File: src/rtl/im_loader.sv
// rtl/im_loader.sv - framed byte-stream boot loader that fills instruction memory and releases the core
module im_loader #(
    parameter int ADDR_WIDTH = 10
) (
    input  logic                  clk,
    input  logic                  rst,
    input  logic                  start,
    input  logic                  byte_valid,
    input  logic [7:0]            byte_data,
    output logic                  byte_ready,
    output logic                  im_we,
    output logic [ADDR_WIDTH-1:0] im_addr,
    output logic [31:0]           im_wdata,
    output logic                  cpu_rst,
    output logic                  busy,
    output logic                  done,
    output logic [1:0]            err_code
);

    typedef enum logic [2:0] {
        S_IDLE,
        S_LEN_HI,
        S_LEN_LO,
        S_DATA,
        S_CSUM,
        S_DONE,
        S_ERR
    } state_t;

    localparam logic [32:0] MAX_WORDS = 33'd1 << ADDR_WIDTH;

    state_t                state_q, state_d;
    logic [15:0]           len_q, len_d;
    logic [ADDR_WIDTH:0]   idx_q, idx_d;
    logic [1:0]            bcnt_q, bcnt_d;
    logic [23:0]           part_q, part_d;
    logic [7:0]            csum_q, csum_d;
    logic                  we_q, we_d;
    logic [ADDR_WIDTH-1:0] addr_q, addr_d;
    logic [31:0]           wdata_q, wdata_d;
    logic [1:0]            err_q, err_d;
    logic                  ready_q, ready_d;
    logic                  done_q, done_d;

    logic        xfer;
    logic [15:0] new_len;
    logic        len_ok;
    logic        last_word;

    // ready_q mirrors the registered state, so a transfer is fully determined by registers
    assign xfer      = byte_valid & ready_q;
    assign new_len   = {len_q[15:8], byte_data};
    assign len_ok    = (new_len != 16'd0) && ({17'd0, new_len} <= MAX_WORDS);
    assign last_word = (33'(idx_q) + 33'd1) == 33'(len_q);

    always_comb begin
        state_d = state_q;
        len_d   = len_q;
        idx_d   = idx_q;
        bcnt_d  = bcnt_q;
        part_d  = part_q;
        csum_d  = csum_q;
        we_d    = 1'b0;
        addr_d  = addr_q;
        wdata_d = wdata_q;
        err_d   = err_q;
        case (state_q)
            S_IDLE, S_DONE, S_ERR: begin
                if (start) begin
                    state_d = S_LEN_HI;
                    err_d   = 2'b00;
                    idx_d   = '0;
                    csum_d  = 8'h00;
                    bcnt_d  = 2'd0;
                end
            end
            S_LEN_HI: begin
                if (xfer) begin
                    len_d   = {byte_data, 8'h00};
                    csum_d  = csum_q ^ byte_data;
                    state_d = S_LEN_LO;
                end
            end
            S_LEN_LO: begin
                if (xfer) begin
                    len_d  = new_len;
                    csum_d = csum_q ^ byte_data;
                    if (len_ok) begin
                        state_d = S_DATA;
                    end else begin
                        state_d = S_ERR;
                        err_d   = 2'b01;
                    end
                end
            end
            S_DATA: begin
                if (xfer) begin
                    csum_d = csum_q ^ byte_data;
                    bcnt_d = bcnt_q + 2'd1;
                    if (bcnt_q == 2'd3) begin
                        we_d    = 1'b1;
                        addr_d  = idx_q[ADDR_WIDTH-1:0];
                        wdata_d = {part_q, byte_data};
                        idx_d   = idx_q + {{ADDR_WIDTH{1'b0}}, 1'b1};
                        if (last_word) begin
                            state_d = S_CSUM;
                        end
                    end else begin
                        part_d = {part_q[15:0], byte_data};
                    end
                end
            end
            S_CSUM: begin
                if (xfer) begin
                    if (byte_data == csum_q) begin
                        state_d = S_DONE;
                    end else begin
                        state_d = S_ERR;
                        err_d   = 2'b10;
                    end
                end
            end
            default: state_d = S_IDLE;
        endcase
        ready_d = (state_d == S_LEN_HI) || (state_d == S_LEN_LO) ||
                  (state_d == S_DATA)   || (state_d == S_CSUM);
        done_d  = (state_d == S_DONE);
    end

    always_ff @(posedge clk) begin
        if (!rst) begin
            state_q <= S_IDLE;
            len_q   <= 16'd0;
            idx_q   <= '0;
            bcnt_q  <= 2'd0;
            part_q  <= 24'd0;
            csum_q  <= 8'h00;
            we_q    <= 1'b0;
            addr_q  <= '0;
            wdata_q <= 32'd0;
            err_q   <= 2'b00;
            ready_q <= 1'b0;
            done_q  <= 1'b0;
        end else begin
            state_q <= state_d;
            len_q   <= len_d;
            idx_q   <= idx_d;
            bcnt_q  <= bcnt_d;
            part_q  <= part_d;
            csum_q  <= csum_d;
            we_q    <= we_d;
            addr_q  <= addr_d;
            wdata_q <= wdata_d;
            err_q   <= err_d;
            ready_q <= ready_d;
            done_q  <= done_d;
        end
    end

    assign byte_ready = ready_q;
    assign busy       = ready_q;
    assign im_we      = we_q;
    assign im_addr    = addr_q;
    assign im_wdata   = wdata_q;
    assign done       = done_q;
    assign cpu_rst    = done_q;
    assign err_code   = err_q;

endmodule

File: config.mk
export PLATFORM = sky130hd
export DESIGN_NAME = im_loader
export DESIGN_NICKNAME = d
export VERILOG_FILES = /design/src/rtl/im_loader.sv
export SDC_FILE = /design/constraint.sdc
export NUM_CORES = 1
export LEC_CHECK = 0
export CAP_MARGIN = 20
export CORE_ASPECT_RATIO = 0.5
export CORE_MARGIN = 2
export CORE_UTILIZATION = 34
export CTS_CLUSTER_DIAMETER = 120
export CTS_CLUSTER_SIZE = 20
export DETAILED_ROUTE_END_ITERATION = 8
export GPL_ROUTABILITY_DRIVEN = 0
export PLACE_DENSITY = 0.61
export SYNTH_ARGS = -nofsm -noshare
export SYNTH_HDL_FRONTEND = slang
export SYNTH_SLANG_ARGS = --single-unit
File: constraint.sdc
create_clock -name clk -period 3.3 [get_ports clk]
set_input_delay 0.66 -clock clk [delete_from_list [all_inputs] [get_ports clk]]
set_output_delay 0.66 -clock clk [all_outputs]
set_load 0.01 [all_outputs]
After elaboration in Yosys (flattened, before gate mapping). Index checks and enable logic that the tools add are counted.

Bits in registers: 111. Input port bits: 12. Output and inout bits: 49. Word-level logic and storage cells: 94.

Add/sub/neg operators: 3. $lt $le $gt $ge: 1. Eq/ne operators: 23. Muxes and demuxes: 29. Bitwise gates (word level): 4. Reductions and logical operators: 21.

Operators with widths (number): $mux W11 (3); $pmux W16 S2 (1); $mux W3 (8); $mux W8 (3); $pmux W11 S2 (1); $reduce_and A3 Y1 (7); $eq A12 B16 Y1 (1); $le A16 B11 Y1 const B (1); $mux W16 (1); $ne A2 B2 Y1 const B (8); $pmux W8 S2 (1); $reduce_bool A16 Y1 (1); $eq A3 B3 Y1 const B (5); $pmux W3 S5 (1); $mux W2 (7); $add A11 B1 Y12 const B (1); $eq A3 B2 Y1 const B (4); $add A11 B1 Y11 const B (1); $eq A8 B8 Y1 (1); $xor A8 B8 Y8 (1); $eq A3 B1 Y1 const B (2); $pmux W2 S3 (1); $reduce_and A6 Y1 (1); $reduce_bool A2 Y1 (3); other kinds (13) (17).

Depth between registers and ports, before layout.
Depth after elaboration: 10. Gate-level depth with buffers: 10. Mapped depth without buffers: 9.

Least setup slack after synthesis. OpenSTA, ideal clock, no wires.

Path type: reg-to-reg. Start: reg idx_q[0]. End: reg ready_q, in the netlist busy. Setup time: 0.121 ns. Arrival time: 2.336 ns. Setup slack: 0.844 ns. Cell stages (with the launch flop): 11. Path buffers: 1. Clock period less this slack: 2.456 ns. Path through: dfxtp_1 ha_1 clkbuf_1 nand3_1 or3_1 xnor2_1 o21ai_0 nor3_2 a31o_1 nand4_1 mux2_2.

Longest elaborated chain between the ends: 10.

RTL lines: start, declared (line 34) `logic [ADDR_WIDTH:0] idx_q, idx_d;`; start signal, assigned (line 147) `idx_q <= idx_d;`; $add A11 B1 Y12 (*) (line 54) `assign last_word = (33'(idx_q) + 33'd1) == 33'(len_q);`; $eq A12 B16 Y1 (*) (line 54); $mux W3 (*) (line 105) `if (last_word) begin`; $mux W3 (*) (line 100) `if (bcnt_q == 2'd3) begin`; $mux W3 (*) (line 97) `if (xfer) begin`; $pmux W3 S5 (*) (line 67) `case (state_q)`; $eq A3 B1 Y1 / $eq A3 B2 Y1 (equally long branches) (line 125) `ready_d = (state_d == S_LEN_HI) || (state_d == S_LEN_LO) ||`; $logic_or A1 B1 Y1 (2 in series) (line 125); $logic_or A1 B1 Y1 (*) (line 126) `(state_d == S_DATA) || (state_d == S_CSUM);`; end signal, assigned (line 155) `ready_q <= ready_d;`; end, declared (line 42) `logic ready_q, ready_d;`.

Mark *: on every way between the ends. The rest lies on a longest branch, timed or not. A chain may end at the register's enable or synchronous reset.

Final worst setup path. Same ends and word-level chain as after synthesis.

==> metrics.sh <==
STATUS='complete, no violations'
MIN_PERIOD_OVER_PERIOD_PCT=87.2
GRT-OVFL-TOTAL=0
HOLDBUFCOUNTCTS=0
MOST_INSTANTIATED_FLIP_FLOP_CELL_IN_THE_SYNTHESIS_NETLIST='sky130_fd_sc_hd__dfxtp_1'
FINAL_AREA_UM2=6160
DRC_ERRORS_LEFT=0
NUMBER_OF_GLOBAL_ROUTE_VIAS_BEFORE_REPAIR=4148
H-TREE-DEPTH=3
TIMING.SLEW.HEADROOM_PCT=37.1
DETAILED_PLACEMENT_WIRELENGTH_ESTIMATE_UM=8530
WORSTPATHMAXFANOUT=7
POST-CTS-SETUP-BUFFERS=0
POWER_mW=2.73
IO_PINS=61
CTS.REPAIR.RESIZED=0
SYNTH_TOP_FAMILY_BY_AREA='simple AND/OR/NAND/NOR gates'
MAXCAPVIOLATIONS=0
SYN-NUM-NETS=642
YOSYS_WARNINGS=0
NETLIST_INSTANCES=628
CRITICAL-PATH-SLOWEST-CELL='sky130_fd_sc_hd__dfxtp_1'
CTS_INSERTED_BUFFERS=9
POSTSYNTHREGISTERBITS=111
CTS.ROOT.BUFFER_CELL='sky130_fd_sc_hd__clkbuf_16'
FINAL.MIN_CLOCK_PERIOD_NS=2.88
DIE_AREA_UM2=16000
CP.REQUIRED_NS=3.55
MAX-CLOCK-PATH-BUFFERS=2
CRITICAL_PATH.MAX_STAGE_DELAY_NS=0.50
SYNTH.LIB_CELLS_USED.DISTINCT=51
WORSTSETUPSTARTPOINTTYPE='flop'
INITIAL_CORE_UTIL_PCT=35.0
CRIT_FAMILY='simple AND/OR/NAND/NOR gates'
CRITICALPATHCATEGORY='flop to flop'
DR.PASS1.ITERS=4
VIAS_PER_CELL=4.97
FP.DIEH_UM=90.4
TIMING.CRITICAL_PATH.ARRIVAL_NS=3.12
TRITONCTS_NUM_SINKS=111
CORE.ROWCOUNT=31
SLEW_AT_THE_PIN_CLOSEST_TO_ITS_MAX_SLEW_LIMIT_NS=0.944
PWR_DENSITY_CELL_nW_PER_UM2=443
SYN_AVG_CELL_AREA_UM2=8.08
HOLD_PATH.CLASS='flop to flop'
ANTENNA_FOUND_INITIAL=0
FINAL_NETS=679
SYNTH_XOR_XNOR_AREA_SHARE_PCT=3.45
RSZ_0062_RAISED_AFTER_GLOBAL_ROUTING='false'
SYNTH_ADDER_AREA_SHARE_PCT=0.691
FRACTION_OF_THE_MAPPED_NETLIST_AREA_IN_SIMPLE_LOGIC_GATES_PCT=26.0
PLACEABLECOREAREA_UM2=14500
TIMING.FMAX_GHz=0.348
FRACTION_OF_THE_MAPPED_NETLIST_AREA_IN_COMPOUND_GATES_PCT=20.8
FINALSETUPTNS_NS=0
POSTSYNTH.ASYNCRESETSHARE_PCT=0
IR_WORST_VDD_mV=0.257
DIE_WIDTH_UM=177
SYNTH.MUX.AREA_FRACTION_PCT=0.716
VIA_COUNT=4318
REPORT.FINAL.SLEW_VIOL_COUNT=0
PORT_BUFFERS=60
COUNT_OF_FLIP_FLOPS_WITH_A_BUILT_IN_ENABLE_AFTER_SYNTHESIS=0
SYN2LAYOUT_AREA_GROWTH_PCT=21.5
WORST_CLOCK_SKEW_NS=0.00505
SKEW_PAIR_LATE_INSERTION_DELAY_NS=0.35
POWER_LEAKAGE_nW=2.03
TOTAL_WIRE_LENGTH_AFTER_DETAILED_ROUTING_UM=12500
TRITONCTS='yes'
PRECTSSETUPSLACK_NS=0.186
PATH_CELLS='ha_1 -> nand3_1 -> or3_1 -> xnor2_1 -> o21ai_0 -> nor3_2 -> a31o_1 -> nand4_1 -> mux2_2'
FIN_WS_NS=0.423
LAYOUT_COMMONEST_CELL='sky130_fd_sc_hd__nand2_1'
FINALSETUPVIOLCOUNT=0
CRITPATHBUFINV=0
ANT_NETS=0
WL_CELL_UM=14.4
TIMING.FINAL.HOLD_VIOLATIONS=0
SYNTH_AREA_UM2=5070
MOSTFREQUENTLAYOUTCELLS='sky130_fd_sc_hd__nand2_1, sky130_fd_sc_hd__dfxtp_1, sky130_fd_sc_hd__a21boi_0'
CTS.CLK_SLEW.WORST_PATHS_NS=0.07
PLACEMENT.CELL_AREA_UM2=5840
FILLERS=1475
REGISTER_AREA_SHARE_AFTER_SYNTHESIS_PCT=43.8
INITIALDRTVIOLATIONCOUNT=281
GRT_FIRST_PASS_WIRELENGTH_UM=20900
ANTENNA-DIODE-COUNT=0
GRT_USE_TOTAL_PCT=16.3
DRIVE_GT1_SHARE_PCT=6.27
CRITICAL_PATH_END_TYPE='flop'
LAYOUT.CORE_UTILIZATION_PCT=42.5
GRT_START_MAX_NET_PINS=61
worst paths after layout:
path	slack [ns]	depth (start not counted)	to	from
worst max-delay path	0.42	9	busy	idx_q[0]
worst min-delay path	0.46	2	im_wdata[26]	im_wdata[26]
worst max register to register	0.42	9	busy	idx_q[0]
worst min register to register	0.46	2	im_wdata[26]	im_wdata[26]
power breakdown:
part	leakage [nW]	total (mW)	internal, mW	switching (mW)
Combinational	0.976	0.176	0.0752	0.101
Sequential	0.895	1.36	1.35	0.0148
Clock	0.159	1.19	0.673	0.517
routing by layer:
layer | routed length [µm] | up-vias | track usage (%)
li1 | - | 2192 | -
met1 | 6450 | 2036 | 22.6
met2 | 5330 | 83 | 25.1
met3 | 622 | 7 | 4.25
met4 | 110 | 0 | 4.34
met5 | 0 | - | 0
sequential cells by signal (all words and copies together), names as in the netlist, 3 cells and up:
signal,cells
part_q,24
im_wdata,32
len_q,16
csum_q,8
idx_q,11
im_addr,10
state_q,3
cell usage after synthesis (all sizes together) (11+ instances only):
| master | count | share of area (%) |
|---|---|---|
| nor2 | 18 | 1.3 |
| o21ai | 35 | 3.5 |
| dfxtp | 111 | 44 |
| nor2b | 19 | 2.4 |
| nand3 | 18 | 1.9 |
| clkbuf | 42 | 3.1 |
| a22oi | 12 | 1.8 |
| a21boi | 79 | 12 |
| nand2 | 172 | 13 |
| and2 | 16 | 2.0 |
| xnor2 | 11 | 1.9 |
metrics by stage:
stage               hold WS (ns)  cells
detailed placement         0.457    852
floorplan                  0.435    628
CTS                        0.468    868
global route               0.494    868
global placement           0.450    852
finish                     0.461    868
tightest hold or removal path, stage by stage (launching register included):
cell and delay, ns:
sky130_fd_sc_hd__dfxtp_1 0.31, sky130_fd_sc_hd__nand2_1 0.04, sky130_fd_sc_hd__a21boi_0 0.06
cell families (layout without fill, tap and decap cells):
group,Yosys count,after routing
AO/OA/AOI/OAI,150,150
flip-flops,111,111
XOR/XNOR,20,20
multiplexers,3,3
adder cells (fa/ha/maj),3,3
AND/OR/NAND/NOR,286,286
buffers and inverters,55,97
cell type report:
class                   count  area (µm²)  share of cell area (%)
inverters                   6        22.5                   0.365
clock buffers              10         229                    3.71
clock inverters             6        93.8                    1.52
repair buffers             75         721                    11.7
multi-input cells         462        2630                    42.6
flip-flops and latches    111        2220                    36.1
well taps                 198         248                    4.02
(Power assumes the default switching activity.)
